### src/rtl/alu_exec_stage.sv
// Execute/writeback stage in front of an external combinational 8-bit ALU.
// Each instruction takes three cycles: accept (IDLE), ALU settle (EXEC), writeback (WB).
module alu_exec_stage #(
  parameter int NREGS               = 8,
  parameter bit FLAG_CV_ADDSUB_ONLY = 1'b1
) (
  input  logic        clk,
  input  logic        rst,
  input  logic        instr_valid,
  output logic        instr_ready,
  input  logic [15:0] instr,
  output logic [7:0]  alu_ina,
  output logic [7:0]  alu_inb,
  output logic [3:0]  alu_op,
  output logic [4:0]  alu_shamt,
  input  logic [7:0]  alu_out,
  input  logic        alu_cr,
  input  logic        alu_ov,
  input  logic        alu_ng,
  input  logic        alu_zr,
  output logic        done,
  output logic        illegal,
  output logic [3:0]  flags,
  input  logic [2:0]  dbg_addr,
  output logic [7:0]  dbg_data
);

  localparam logic [3:0] OP_AND = 4'b0000;
  localparam logic [3:0] OP_OR  = 4'b0001;
  localparam logic [3:0] OP_ADD = 4'b0010;
  localparam logic [3:0] OP_LS  = 4'b0011;
  localparam logic [3:0] OP_SRS = 4'b0100;
  localparam logic [3:0] OP_URS = 4'b0101;
  localparam logic [3:0] OP_SUB = 4'b0110;
  localparam logic [3:0] OP_SLT = 4'b0111;
  localparam logic [3:0] OP_RRO = 4'b1000;
  localparam logic [3:0] OP_LRO = 4'b1001;
  localparam logic [3:0] OP_NOT = 4'b1111;

  typedef enum logic [1:0] {S_IDLE, S_EXEC, S_WB} state_t;

  state_t      r_state;
  state_t      w_state_next;
  logic [7:0]  r_regs [NREGS];
  logic [7:0]  r_opa;
  logic [7:0]  r_opb;
  logic [3:0]  r_op;
  logic [4:0]  r_shamt;
  logic [2:0]  r_rd;
  logic [3:0]  r_flags;

  logic [3:0]  w_op;
  logic [2:0]  w_rd;
  logic [2:0]  w_rs1;
  logic [2:0]  w_rs2;
  logic [7:0]  w_rs1_val;
  logic [7:0]  w_rs2_val;
  logic        w_is_shift;
  logic        w_accept;
  logic        w_legal;
  logic        w_cv_upd;
  logic        w_wb;

  assign w_op  = instr[15:12];
  assign w_rd  = instr[11:9];
  assign w_rs1 = instr[8:6];
  assign w_rs2 = instr[5:3];

  // r0 and any address beyond the implemented file read as zero
  function automatic logic [7:0] rf_read(input logic [2:0] addr);
    logic [7:0] val;
    val = 8'h00;
    if (addr != 3'd0 && {29'd0, addr} < NREGS) val = r_regs[addr];
    return val;
  endfunction

  assign w_rs1_val  = rf_read(w_rs1);
  assign w_rs2_val  = rf_read(w_rs2);
  assign dbg_data   = rf_read(dbg_addr);
  assign w_is_shift = (w_op == OP_LS) || (w_op == OP_URS) || (w_op == OP_SRS) ||
                      (w_op == OP_RRO) || (w_op == OP_LRO);
  assign w_accept   = instr_valid && instr_ready;

  always_comb begin
    w_legal = 1'b0;
    case (r_op)
      OP_AND, OP_OR, OP_ADD, OP_LS, OP_SRS, OP_URS,
      OP_SUB, OP_SLT, OP_RRO, OP_LRO, OP_NOT: w_legal = 1'b1;
      default:                                 w_legal = 1'b0;
    endcase
  end

  assign w_cv_upd = !FLAG_CV_ADDSUB_ONLY || (r_op == OP_ADD) || (r_op == OP_SUB);
  assign w_wb     = (r_state == S_WB) && !rst;

  // FSM: state register
  always_ff @(posedge clk) begin
    if (rst) r_state <= S_IDLE;
    else     r_state <= w_state_next;
  end

  // FSM: next state
  always_comb begin
    w_state_next = r_state;
    case (r_state)
      S_IDLE:  if (w_accept) w_state_next = S_EXEC;
      S_EXEC:  w_state_next = S_WB;
      S_WB:    w_state_next = S_IDLE;
      default: w_state_next = S_IDLE;
    endcase
  end

  // FSM: outputs; a reset in WB suppresses the pulse
  always_comb begin
    instr_ready = (r_state == S_IDLE);
    done        = w_wb;
    illegal     = w_wb && !w_legal;
  end

  always_ff @(posedge clk) begin
    if (rst) begin
      for (int i = 0; i < NREGS; i++) r_regs[i] <= 8'h00;
      r_opa   <= 8'h00;
      r_opb   <= 8'h00;
      r_op    <= OP_AND;
      r_shamt <= 5'd0;
      r_rd    <= 3'd0;
      r_flags <= 4'b0000;
    end else begin
      if (w_accept) begin
        r_opa   <= w_rs1_val;
        r_opb   <= w_rs2_val;
        r_op    <= w_op;
        r_shamt <= w_is_shift ? instr[4:0] : 5'd0;
        r_rd    <= w_rd;
      end
      if (r_state == S_WB && w_legal) begin
        if (r_rd != 3'd0 && {29'd0, r_rd} < NREGS) r_regs[r_rd] <= alu_out;
        r_flags[1] <= alu_ng;
        r_flags[0] <= alu_zr;
        if (w_cv_upd) begin
          r_flags[3] <= alu_cr;
          r_flags[2] <= alu_ov;
        end
      end
    end
  end

  assign alu_ina   = r_opa;
  assign alu_inb   = r_opb;
  assign alu_op    = r_op;
  assign alu_shamt = r_shamt;
  assign flags     = r_flags;

endmodule

### config.mk
export PLATFORM = sky130hd
export DESIGN_NAME = alu_exec_stage
export DESIGN_NICKNAME = d
export VERILOG_FILES = /design/src/rtl/alu_exec_stage.sv
export SDC_FILE = /design/constraint.sdc
export NUM_CORES = 1
export LEC_CHECK = 0
export BUFFER_PORTS_ARGS = -buffer_cell sky130_fd_sc_hd__buf_4
export CORE_MARGIN = 2
export CORE_UTILIZATION = 30
export DETAILED_ROUTE_END_ITERATION = 7
export PLACE_DENSITY = 0.46
export SETUP_SLACK_MARGIN = 0.05
export SYNTH_ARGS = -nofsm -noshare
export SYNTH_HDL_FRONTEND = slang
export SYNTH_SLANG_ARGS = --single-unit
### constraint.sdc
create_clock -name clk -period 2.1 [get_ports clk]
set_input_delay 0.42 -clock clk [delete_from_list [all_inputs] [get_ports clk]]
set_output_delay 0.42 -clock clk [all_outputs]
set_load 0.01 [all_outputs]
### After elaboration in Yosys (flattened, before gate mapping)

Memories as Yosys holds them, arrays and structs flattened. A register that Yosys moved wholly into a read port is not among the register bits.
Cells that the tools add are included.

| operators by class | value |
|---|---|
| eq/ne operators | 10 |
| multiplexer cells | 17 |
| reductions and logical operators | 18 |

Operator list:

| operator | number |
|---|---|
| 2-to-1 mux 8 bit | 4 |
| equality test 4 x 3 -> 1 bit (second input constant) | 3 |
| nonzero test 3 bit | 4 |
| equality test 4 x 2 -> 1 bit (second input constant) | 2 |
| equality test 4 bit (second input constant) | 2 |
| 2-to-1 mux 4 bit | 2 |
| OR reduction 8 bit | 1 |
| 2-to-1 mux 1 bit | 7 |
| logical OR 1 bit | 5 |
| 2-to-1 mux 5 bit | 1 |
| logical AND 1 bit | 4 |
| one-hot mux 2 bit (2 select lines) | 1 |
| 2-to-1 mux 3 bit | 1 |
| equality test 2 x 1 -> 1 bit (second input constant) | 1 |
| equality test 2 bit (second input constant) | 1 |
| zero test 1 bit | 2 |
| zero test 2 bit | 1 |
| 2-to-1 mux 2 bit | 1 |
| inequality test 2 x 1 -> 1 bit (second input constant) | 1 |
| AND reduction 2 bit | 1 |

| word-level totals | value |
|---|---|
| memories | 2 |
| memory bits (read-only) | 16 |
| bits in writable memories | 64 |
| logic and storage cells | 55 |
| flip-flop bits (word level) | 34 |

Memory list:

| name | words | width | read ports | clocked after Yosys merged registers in | write ports | RTL line | source |
|---|---|---|---|---|---|---|---|
| r_regs | 8 | 8 | 3 | 0 | 8 | 44 | `logic [7:0] r_regs [NREGS];` |
| (name not given) | 16 | 1 | 1 | 1 | 0 | 86 | `case (r_op)` |

### Logic depth before layout (Yosys ltp)

| logic depth | value |
|---|---|
| depth after elaboration | 7 |
| gate-level depth with buffers | 6 |
| gate-level depth less buffers | 4 |

### Worst setup path before layout

No wires, ideal clock.

| timing path | value |
|---|---|
| path type | input to output |
| start | in dbg_addr[0] |
| end | out dbg_data[6] |
| path slack | 0.151 ns |
| cell stages on the path | 5 |
| required time | 1.680 ns |
| arrival | 1.529 ns |
| cell sequence | buf_2 -> buf_2 -> mux4_2 -> nor2_1 -> a221oi_1 |

| on the way | value |
|---|---|
| word-level cells in the longest chain between the ends | 2 |
| elaborated cells on any way between the ends | 3 |
| classes of those cells | mux (1); reduce/logical (1); memory (1) |

RTL lines:

| what | RTL line | source |
|---|---|---|
| start, declared | 24 | `input logic [2:0] dbg_addr,` |
| memory read (8 x 8 bit) / nonzero test 3 bit (equally long branches) | -- |  |
| 2-to-1 mux 8 bit (*) | 73 | `if (addr != 3'd0 && {29'd0, addr} < NREGS) val = r_regs[addr];` |
| end, declared | 25 | `output logic [7:0] dbg_data` |

Mark *: on every way between the ends. The rest lies on a longest branch, timed or not.

==> impl_results.html <==
<table>
<tr><th>Metric</th><th>Value</th></tr>
<tr><th colspan="2">Status</th></tr>
<tr><td>Outcome</td><td>complete, no violations</td></tr>
<tr><th colspan="2">Cells and area</th></tr>
<tr><td>Most common cell after layout, fill and taps aside</td><td>sky130_fd_sc_hd__buf_4</td></tr>
<tr><td>Antenna fix cells</td><td>0</td></tr>
<tr><td>Net count, final</td><td>roughly 610</td></tr>
<tr><td>Area of the multi-input gates</td><td>0.00232 mm2</td></tr>
<tr><td>Fraction of layout instances using a drive strength above 1</td><td>0.228</td></tr>
<tr><td>Most frequent cells in the layout</td><td>sky130_fd_sc_hd__buf_4, sky130_fd_sc_hd__nor2_1, sky130_fd_sc_hd__edfxtp_1</td></tr>
<tr><td>P&amp;R area growth vs syn</td><td>24.1%</td></tr>
<tr><td>Storage element area</td><td>~0.0026 mm2</td></tr>
<tr><td>Layout filler cell count</td><td>roughly 1700</td></tr>
<tr><td>Finished Layout Cells</td><td>800</td></tr>
<tr><th colspan="2">Timing</th></tr>
<tr><td>Unrepaired setup endpoints after global routing</td><td>true</td></tr>
<tr><td>Total setup violations reported at the end of the flow</td><td>0</td></tr>
<tr><td>Final count of hold timing violations</td><td>0</td></tr>
<tr><td>Count of final max-slew check failures</td><td>0</td></tr>
<tr><td>Worst clock skew</td><td>between 0.008 and 0.009 ns</td></tr>
<tr><td>Highest clock frequency the design can meet</td><td>a little under 500 MHz</td></tr>
<tr><td>Share of the clock period used by the worst path</td><td>0.968</td></tr>
<tr><td>Shortest clock period the worst path allows after layout</td><td>about 2.0 ns</td></tr>
<tr><td>Max-slew headroom at the worst pin</td><td>0.490</td></tr>
<tr><td>Worst slew pin tran</td><td>about 0.76 ns</td></tr>
<tr><th colspan="2">Synth</th></tr>
<tr><td>Synth warnings</td><td>0</td></tr>
<tr><td>Post-synthesis cell type count</td><td>40</td></tr>
<tr><td>Gate Count Post-Synth</td><td>just under 500</td></tr>
<tr><td>Share of Yosys cell area claimed by the top area cell type</td><td>0.378</td></tr>
<tr><td>Sequential share of the synthesized area</td><td>0.516</td></tr>
<tr><td>#FFs+latches synth</td><td>99</td></tr>
<tr><td>Library cell occupying the most area in the post-synthesis netlist</td><td>sky130_fd_sc_hd__edfxtp_1</td></tr>
<tr><td>Mean instance size in the synthesized netlist</td><td>just over 10 um2</td></tr>
<tr><td>Cell types with the largest area share after synthesis</td><td>sky130_fd_sc_hd__edfxtp_1, sky130_fd_sc_hd__dfxtp_1, sky130_fd_sc_hd__mux2i_1, sky130_fd_sc_hd__nor2_1, sky130_fd_sc_hd__mux4_2</td></tr>
<tr><td>Area of the mapped netlist</td><td>around 0.005 mm2</td></tr>
<tr><th colspan="2">Setup path</th></tr>
<tr><td>Capturing element type of the critical path</td><td>primary output</td></tr>
<tr><td>Largest fanout of any net on the critical path</td><td>3</td></tr>
<tr><td>Class of the most critical setup path</td><td>register to primary output</td></tr>
<tr><td>Launch point of the worst reg-to-reg path</td><td>w_legal</td></tr>
<tr><td>Data required time at the worst endpoint</td><td>around 1.7 ns</td></tr>
<tr><td>Startpoint of the worst setup timing path</td><td>r_regs[1][4]</td></tr>
<tr><td>Kind of start point of the critical path</td><td>register</td></tr>
<tr><td>Arrival time reported for the critical path endpoint</td><td>roughly 1.6 ns</td></tr>
<tr><th colspan="2">GRT</th></tr>
<tr><td>Pin count of the biggest net entering global routing</td><td>33</td></tr>
<tr><td>Wire length of the first global-routing pass</td><td>between 20 and 25 mm</td></tr>
<tr><td>Total global routing overflow</td><td>0</td></tr>
<tr><td>Initial antenna violation count</td><td>0</td></tr>
<tr><td>Number of global-route vias before repair</td><td>~3800</td></tr>
<tr><td>Total routing resource utilization after global routing</td><td>0.162</td></tr>
<tr><th colspan="2">Worst hold path</th></tr>
<tr><td>Path category of the worst min-delay check</td><td>primary input to register</td></tr>
<tr><td>Worst Hold Launch</td><td>alu_ov</td></tr>
<tr><th colspan="2">Floorplan</th></tr>
<tr><td>Vert. Die Dim</td><td>between 100 and 150 um</td></tr>
<tr><td>Std-Cell Rows</td><td>47</td></tr>
<tr><td>Effective utilization at floorplan</td><td>0.306</td></tr>
<tr><td>Width of the die</td><td>around 130 um</td></tr>
<tr><td>Floorplan die area</td><td>roughly 0.018 mm2</td></tr>
<tr><td>Area of the core</td><td>0.0166 mm2</td></tr>
<tr><td>Number of ports placed on the die boundary</td><td>74</td></tr>
<tr><th colspan="2">Placed design</th></tr>
<tr><td>Weighted congestion at the end of routability-driven global placement</td><td>a little under 0.9</td></tr>
<tr><td>Count of buffers inserted at the top-level ports</td><td>between 70 and 80</td></tr>
<tr><td>Number of placed instances, taps included</td><td>between 700 and 800</td></tr>
<tr><td>Half-perimeter wire length after detailed placement</td><td>~11 mm</td></tr>
<tr><th colspan="2">Drt</th></tr>
<tr><td>Number of DRC violations after detailed routing</td><td>0</td></tr>
<tr><td>Antenna-violating nets left</td><td>0</td></tr>
<tr><td>Routed vias</td><td>3956</td></tr>
<tr><td>Avg Vias per Cell</td><td>around 5</td></tr>
<tr><td>Routed wire length</td><td>between 10 and 15 mm</td></tr>
<tr><td>First-pass DRT Iterations</td><td>5</td></tr>
<tr><td>Wirelength per Cell</td><td>17.8 um</td></tr>
<tr><td>Number of DRC violations after detailed-routing iteration 0</td><td>approximately 380</td></tr>
<tr><th colspan="2">Power</th></tr>
<tr><td>Power per unit of standard cell area</td><td>between 700 and 800 mW/mm2</td></tr>
<tr><td>Leakage power total</td><td>approximately 2.4 nW</td></tr>
<tr><td>Overall power after layout</td><td>~0.0046 W</td></tr>
<tr><td>Max IR drop VDD</td><td>between 0.3 and 0.4 mV</td></tr>
<tr><th colspan="2">CTS</th></tr>
<tr><td>Clk slew on worst S/H paths</td><td>~0.070 ns</td></tr>
<tr><td>Deepest clock path buffer count</td><td>2</td></tr>
<tr><td>Buffer cell driving the clock tree root</td><td>sky130_fd_sc_hd__clkbuf_16</td></tr>
<tr><td>CTS H-tree lvls</td><td>3</td></tr>
<tr><td>Clock tree from TritonCTS</td><td>built</td></tr>
<tr><td>Hold-fix buffers, CTS</td><td>0</td></tr>
<tr><td>CTS Sinks</td><td>99</td></tr>
<tr><td>Clock latency at the later pin of the worst-skew pair</td><td>0.35 ns</td></tr>
<tr><td>Total clock buffers created by CTS</td><td>9</td></tr>
<tr><th colspan="2">Job</th></tr>
<tr><td>Number of maximum-capacitance constraint violations</td><td>0</td></tr>
</table>
==> synth_stat cells, drive strengths merged <==
cell,number
or2b,1
o211ai,3
o41ai,2
nand2,41
o22ai,13
conb,1
mux2i,55
nor3b,2
dfxtp,35
and2,8
nand3b,11
or3b,1
nand4,1
mux4,11
mux2,1
nor2b,11
nor2,86
a221o,1
o21bai,6
or4,2
clkbuf,20
a2111oi,4
a211oi,10
or2,1
inv,4
edfxtp,64
a221oi,8
nand3,4
nor3,21
nand4b,1
buf,14
o21ai,24
nand2b,5
or4b,1
a21oi,16
==> worst max-delay path, cell delays in order, from the launching register on <==
cell and delay, ns:
sky130_fd_sc_hd__edfxtp_1 0.47, sky130_fd_sc_hd__mux4_2 0.49, sky130_fd_sc_hd__nor2_1 0.10, sky130_fd_sc_hd__a221oi_1 0.05, sky130_fd_sc_hd__buf_4 0.16
==> what timing repair did <==
| action | CTS | global route |
|---|---|---|
| endpoints found under the setup margin | 1 | 24 |
| setup buffers | 1 | 0 |
| resized for setup | 0 | 2 |
| pin swaps | 0 | 3 |
| gates cloned | 0 | 0 |
==> metal layers <==
metal	wire, um	part of all wire	global-route usage	vias to the layer above
met3	524	0.037	0.0280	11
li1	-	-	-	1961
met2	6670	0.47	0.250	92
met5	0	0	0	-
met4	138	0.0097	0.0433	0
met1	6910	0.49	0.234	1892
==> final cells by class <==
type | count | share of cell area
tap | 220 | 0.0437
sequential | 99 | 0.416
multi-input combinational | 359 | 0.368
clock inverter | 6 | 0.0103
inverter | 4 | 0.00238
timing repair buffer | 102 | 0.123
clock buffer | 10 | 0.0363
==> kinds of logic (layout without fill, tap and decap cells) <==
logic type | count (synthesis) | count (layout) | synth area share
simple gates | 197 | 197 | 0.181
flops | 99 | 99 | 0.516
compound gates | 87 | 87 | 0.110
mux | 67 | 67 | 0.159
buf+inv | 38 | 122 | 0.0333
other cells | 1 | 8 | 0.000738
==> sequential cells by signal, summed over array words and instances, names as in the netlist <==
register	count
alu_ina	8
alu_inb	8
alu_op	4
alu_shamt	5
flags	4
r_rd	3
r_regs	64
r_state	2
w_legal	1
==> worst paths after layout <==
| kind | endpoint | slack, ns | cells past startpoint |
|---|---|---|---|
| max | dbg_data[4] | 0.07 | 4 |
| min | flags[2] | 0.31 | 3 |
| max reg2reg | r_regs[1][2] | 0.18 | 4 |
| min reg2reg | flags[1] | 0.46 | 2 |
==> per-stage QoR <==
stage	util	cell area, um2	setup TNS, ns	hold slack, ns	worst slack, ns
3_3_place_gp	0.362	6000	0	0.451	0.0492
4_1_cts	0.380	6300	0	0.305	0.0527
2_1_floorplan	-	5100	0	0.465	0.151
6_report	0.380	6300	0	0.309	0.0669
5_1_grt	0.380	6300	-0.0562	0.322	-0.0220
3_5_place_dp	0.362	6000	0	0.452	0.0336
==> power by group <==
group | internal, W | leakage, nW | switching [W] | total, W
clock | 0.000926 | 0.141 | 0.000737 | 0.00166
sequential | 0.00216 | 0.943 | 0.0000837 | 0.00225
combinational | 0.000313 | 1.36 | 0.000344 | 0.000657
total | 0.00340 | 2.45 | 0.00117 | 0.00457
Note: power is estimated with default switching activity, not from simulation.
